### config.mk
export PLATFORM = sky130hd
export DESIGN_NAME = mem_port_arbiter
export DESIGN_NICKNAME = d
export VERILOG_FILES = /design/src/rtl/mem_port_arbiter.sv
export SDC_FILE = /design/constraint.sdc
export NUM_CORES = 1
export LEC_CHECK = 0
export BUFFER_PORTS_ARGS = -buffer_cell sky130_fd_sc_hd__buf_4
export CAP_MARGIN = 40
export CORE_ASPECT_RATIO = 0.5
export CORE_MARGIN = 1.5
export CORE_UTILIZATION = 47
export CTS_BUF_LIST = sky130_fd_sc_hd__clkbuf_8 sky130_fd_sc_hd__clkbuf_16
export DETAILED_ROUTE_END_ITERATION = 12
export PLACE_DENSITY = 0.8
export SLEW_MARGIN = 20
export SYNTH_ARGS = -nofsm -noshare
export SYNTH_HDL_FRONTEND = slang
export SYNTH_SLANG_ARGS = --single-unit
### constraint.sdc
create_clock -name clk -period 5.64 [get_ports clk]
set_input_delay 0.564 -clock clk [delete_from_list [all_inputs] [get_ports clk]]
set_output_delay 0.564 -clock clk [all_outputs]
set_load 0.03 [all_outputs]
### src/rtl/mem_port_arbiter.sv
// mem_port_arbiter: shares one single-ported backing memory between the instruction-fetch (I)
// and data (D) requesters. One transaction in flight at a time; D has priority, but a streak
// cap forces I through after D_STREAK_MAX consecutive D grants with I pending. A watchdog
// aborts any transaction whose memory response never arrives and answers it with data 0.
module mem_port_arbiter #(
  parameter int unsigned XLEN         = 32,
  parameter int unsigned D_STREAK_MAX = 4,
  parameter int unsigned TIMEOUT      = 64
) (
  input  logic            clk,
  input  logic            reset,
  // Fetch requester
  input  logic            i_req_valid,
  input  logic [XLEN-1:0] i_req_addr,
  output logic            i_res_valid,
  output logic [XLEN-1:0] i_res_data,
  // Data requester
  input  logic            d_req_valid,
  input  logic [XLEN-1:0] d_req_addr,
  input  logic            d_req_fcn,
  input  logic [2:0]      d_req_typ,
  input  logic [XLEN-1:0] d_req_wdata,
  output logic            d_res_valid,
  output logic [XLEN-1:0] d_res_data,
  // Memory side
  output logic            mem_req_valid,
  input  logic            mem_req_ready,
  output logic [XLEN-1:0] mem_req_addr,
  output logic            mem_req_fcn,
  output logic [2:0]      mem_req_typ,
  output logic [XLEN-1:0] mem_req_wdata,
  input  logic            mem_resp_valid,
  input  logic [XLEN-1:0] mem_resp_data,
  // Status
  output logic            err_timeout,
  output logic            grant_d
);

  localparam int unsigned      WdogW     = $clog2(TIMEOUT + 1);
  localparam logic             MXrd      = 1'b0;
  localparam logic [2:0]       MtWu      = 3'd7;
  localparam logic [3:0]       StreakMax = 4'(D_STREAK_MAX);
  localparam logic [WdogW-1:0] WdogLast  = WdogW'(TIMEOUT - 1);

  typedef enum logic [1:0] {StIdle, StReq, StWait} state_e;

  state_e           state_q;
  logic [3:0]       streak_q;
  logic [WdogW-1:0] wdog_q;

  logic done;    // owner's response completes this cycle
  logic abort;   // watchdog expires this cycle without a response
  logic arb_en;
  logic d_cand;
  logic i_cand;
  logic pick_d;
  logic pick_i;

  // Per-cycle completion, abort and arbitration decisions
  always_comb begin
    unique case (state_q)
      StReq:   done = mem_req_ready & mem_resp_valid;
      StWait:  done = mem_resp_valid;
      default: done = 1'b0;
    endcase
    abort  = (state_q != StIdle) && !done && (wdog_q == WdogLast);
    arb_en = (state_q == StIdle) || done;
    // The completing requester still holds its old request high this cycle, so mask it.
    d_cand = d_req_valid && !(done && grant_d);
    i_cand = i_req_valid && !(done && !grant_d);
    pick_d = arb_en && d_cand && !(i_cand && (streak_q == StreakMax));
    pick_i = arb_en && i_cand && !pick_d;
  end

  // Transaction FSM with registered request/response outputs
  always_ff @(posedge clk or posedge reset) begin
    if (reset) begin
      state_q       <= StIdle;
      streak_q      <= '0;
      wdog_q        <= '0;
      i_res_valid   <= 1'b0;
      i_res_data    <= '0;
      d_res_valid   <= 1'b0;
      d_res_data    <= '0;
      mem_req_valid <= 1'b0;
      mem_req_addr  <= '0;
      mem_req_fcn   <= 1'b0;
      mem_req_typ   <= '0;
      mem_req_wdata <= '0;
      err_timeout   <= 1'b0;
      grant_d       <= 1'b0;
    end else begin
      i_res_valid <= 1'b0;
      d_res_valid <= 1'b0;
      if (state_q != StIdle) begin
        wdog_q <= wdog_q + 1'b1;
      end

      unique case (state_q)
        StIdle: ;
        StReq: begin
          if (mem_req_ready) begin
            state_q       <= StWait;
            mem_req_valid <= 1'b0;
          end
        end
        StWait: ;
        default: state_q <= StIdle;
      endcase

      // End of transaction: normal response or watchdog abort (data forced to 0)
      if (done || abort) begin
        if (grant_d) begin
          d_res_valid <= 1'b1;
          d_res_data  <= done ? mem_resp_data : '0;
        end else begin
          i_res_valid <= 1'b1;
          i_res_data  <= done ? mem_resp_data : '0;
        end
        state_q       <= StIdle;
        mem_req_valid <= 1'b0;
      end
      if (abort) begin
        err_timeout <= 1'b1;
      end

      // New grant overrides the return to idle, giving back-to-back issue
      if (pick_d) begin
        state_q       <= StReq;
        mem_req_valid <= 1'b1;
        grant_d       <= 1'b1;
        mem_req_addr  <= d_req_addr;
        mem_req_fcn   <= d_req_fcn;
        mem_req_typ   <= d_req_typ;
        mem_req_wdata <= d_req_wdata;
        wdog_q        <= '0;
        if (i_req_valid && (streak_q != StreakMax)) begin
          streak_q <= streak_q + 4'd1;
        end
      end else if (pick_i) begin
        state_q       <= StReq;
        mem_req_valid <= 1'b1;
        grant_d       <= 1'b0;
        mem_req_addr  <= i_req_addr;
        mem_req_fcn   <= MXrd;
        mem_req_typ   <= MtWu;
        mem_req_wdata <= '0;
        wdog_q        <= '0;
        streak_q      <= '0;
      end
    end
  end

endmodule

==> impl_metrics.tcl <==
set metrics [dict create \
    outcome "completed" \
    drc 0 \
    grt_overflow 0 \
    cp_slowest_cell "buf_4" \
    postRouteAntennaNets 0 \
    seqCellArea_mm2 0.00375 \
    cts_max_level 4 \
    async_flop_share_pct 100 \
    cts_tree "yes" \
    placed_area_mm2 0.00824 \
    rsz0062_at_grt "no" \
    hold_violations 0 \
    seqPwrFrac_pct 31.8 \
    setup_viol 0 \
    grt_pass1_wl_um 27400 \
    synth-main-ff-cell "dfrtp_1" \
    netSwitchingPower_uw 2470 \
    cts_root_buf "clkbuf_16" \
    yosys_register_bits 150 \
    die_h_um 83.2 \
    netlist_area_mm2 0.00605 \
    grt_use_total_pct 25.3 \
    cp_cell_sequence "inv_1, ha_1, nand2_1, nor3_4, buf_4, o21a_2, buf_4, a221o_1" \
    via_count 5235 \
    path_class "reg -> reg" \
    cp_max_fo 65 \
    p_total_uw 5860 \
    place_congestion 0.840 \
    intPower_uw 3390 \
    initial_core_util_pct 47.9 \
    wl_per_cell_um 19.0 \
    final_common_cell "buf_4" \
    cpPeakStageDelay_ps 540 \
    timing.critical_path.from_type "flip-flop" \
    antenna_cells 0 \
    netlist-cell-type-count 44 \
    irDropWorstVdd_v 0.000341 \
    vias_per_cell 5.66 \
    clk_latency_ps 410 \
    netlist_instances 478 \
    fp.dieArea_mm2 0.0136 \
    crit_required_ps 5970 \
    cts_hold_buf 0 \
    stdcell_area_mm2 0.00887 \
    grt_start_max_net_pins 88 \
    finalCriticalPeriod_ps 2720 \
    power_per_cell_area_mw_per_mm2 660 \
    post_cts_buffers 0 \
    synth.avg_cell_area_um2 12.7 \
    area_growth_pct 46.6 \
    finalCritPeriodShare_pct 48.1 \
    ys.warnings.count 0 \
    cts_resized 0 \
    multi_input_area_mm2 0.00207 \
    rows 29 \
    worstMarginPinSlew_ps 725 \
    finalMaxSlewViolations 0 \
    ctsLongestPathBuffers 2 \
    clock_sinks 150 \
    synth_nets 622 \
    drive_gt1_share_pct 42.9 \
    endpoint_kind "flip-flop" \
    finalWirelength_um 17600 \
    swShare_pct 42.2 \
    fin_nets 887 \
    slew_headroom_pct 51.6 \
    cts_made_buffers 17 \
    path_depth 8 \
    antenna_found_initial 0 \
    hold_path.class "in -> async" \
    initialDrtViolationCount 420 \
    max_freq_mhz 368 \
    fillers 941 \
    fin_setup_tns_ps 0 \
    critical-path-top-delay-family "buffers and inverters" \
    worstPathArrival_ps 3050 \
    num_io_pins 275 \
    grt_pass1_vias 5214 \
    power_frac_clock_pct 18.9 \
    combPwrFrac_pct 49.3 \
    synth_edf_count 0 \
    io_buffers 274 \
    p_leak_uw 0.00449 \
    finClkSkew_ps 9.49 \
    path_clk_slew_ps 60 \
    path_common_cell "buf_4" \
    ys_seq_area_share_pct 62.1 \
    die_x_um 163 \
    core_area_mm2 0.0126 \
    final_cell_mix "283 x buf_4, 150 x dfrtp_1, 97 x a22o_1" \
    dp_hpwl_um 11700 \
    path_buf_inv 3 \
    reg2regPathDepth 8 \
    max-cap-violations 0 \
    first_pass_iters 5 \
]
## area by class of cell
class,count,share of cell area (%)
multi-input combinational,277,23.4
clock inverter,14,1.71
tap,170,2.40
timing repair buffer,286,24.9
inverter,11,0.522
sequential,150,42.3
clock buffer,17,4.80
## logic make-up (layout without fill, tap and decap cells)
kind of cell,Yosys count,in the layout,synth area share [%]
mux,1,1,0.166
fa+ha+maj,6,6,1.24
flops,150,150,62.1
simple gates,71,71,5.65
buf+inv,51,328,3.85
compound gates,192,192,26.0
xor+xnor,7,7,1.01
## power groups by stage
stage / Sequential, uW / Clock [uW] / Combinational, uW
4_1_cts: 1860 / 1120 / 2890
2_1_floorplan: 2690 / 0 / 978
3_5_place_dp: 1860 / 0 / 2880
3_3_place_gp: 1850 / 0 / 2810
6_report: 1860 / 1110 / 2890
5_1_grt: 1910 / 1180 / 3040
## flip-flops by register name (all words and copies together), names as in the netlist
register       cells
d_res_data        32
i_res_data        32
mem_req_addr      32
mem_req_wdata     32
wdog_q             7
streak_q           4
mem_req_typ        3
state_q            2
d_res_valid        1
err_timeout        1
grant_d            1
i_res_valid        1
mem_req_fcn        1
mem_req_valid      1
## metal layers
layer / up-vias / track usage [%] / share of wire [%]
met5: - / 0 / 0
met4: 0 / 5.50 / 1.1
met3: 19 / 4.30 / 5.2
met2: 200 / 42.3 / 51
met1: 2673 / 34.7 / 43
li1: 2343 / - / -
## synth_stat cells, types with 2 or more instances
| master | count | area [um^2] |
|---|---|---|
| dfrtp_1 | 150 | 3750 |
| a22o_1 | 97 | 850 |
| nand2_1 | 43 | 161 |
| a21oi_1 | 35 | 175 |
| a221o_1 | 33 | 330 |
| clkbuf_1 | 21 | 78.8 |
| buf_2 | 15 | 75.1 |
| nor2_1 | 12 | 45.0 |
| inv_1 | 11 | 41.3 |
| ha_1 | 6 | 75.1 |
| o21ai_0 | 5 | 25.0 |
| xor2_1 | 4 | 35.0 |
| buf_6 | 3 | 33.8 |
| o22a_1 | 3 | 26.3 |
| o31ai_1 | 3 | 22.5 |
| xnor2_1 | 3 | 26.3 |
| a21o_1 | 2 | 15.0 |
| nand2b_1 | 2 | 12.5 |
| nand3_1 | 2 | 10.0 |
| nand4b_1 | 2 | 17.5 |
| nor2b_1 | 2 | 12.5 |
| o22ai_1 | 2 | 12.5 |
## path summary, 6_finish.rpt
path / from / end / slack [ps]
max reg2reg: state_q[0]$_DFFE_PP0P_ / mem_req_addr[27]$_DFFE_PP0P_ / 2920
max in group asynchronous: reset / streak_q[1]$_DFFE_PP0P_ / 4470
min in group clk: d_req_typ[2] / mem_req_typ[2]$_DFFE_PP0P_ / 370
min reg2reg: err_timeout$_DFFE_PP0P_ / err_timeout$_DFFE_PP0P_ / 480
max: state_q[0]$_DFFE_PP0P_ / mem_req_addr[27]$_DFFE_PP0P_ / 2920
min: reset / d_res_data[1]$_DFFE_PP0P_ / 60
## per-stage QoR
step / worst slack (ps) / hold WS [ps] / util, % / instances
2_1_floorplan: 1040 / 496 / - / 478
3_3_place_gp: 2960 / 472 / 65.0 / 891
3_5_place_dp: 2990 / 466 / 65.2 / 892
4_1_cts: 2970 / 349 / 69.8 / 923
5_1_grt: 2810 / 37.4 / 70.2 / 925
6_report: 2920 / 59.0 / 70.2 / 925
(Power assumes the default switching activity.)
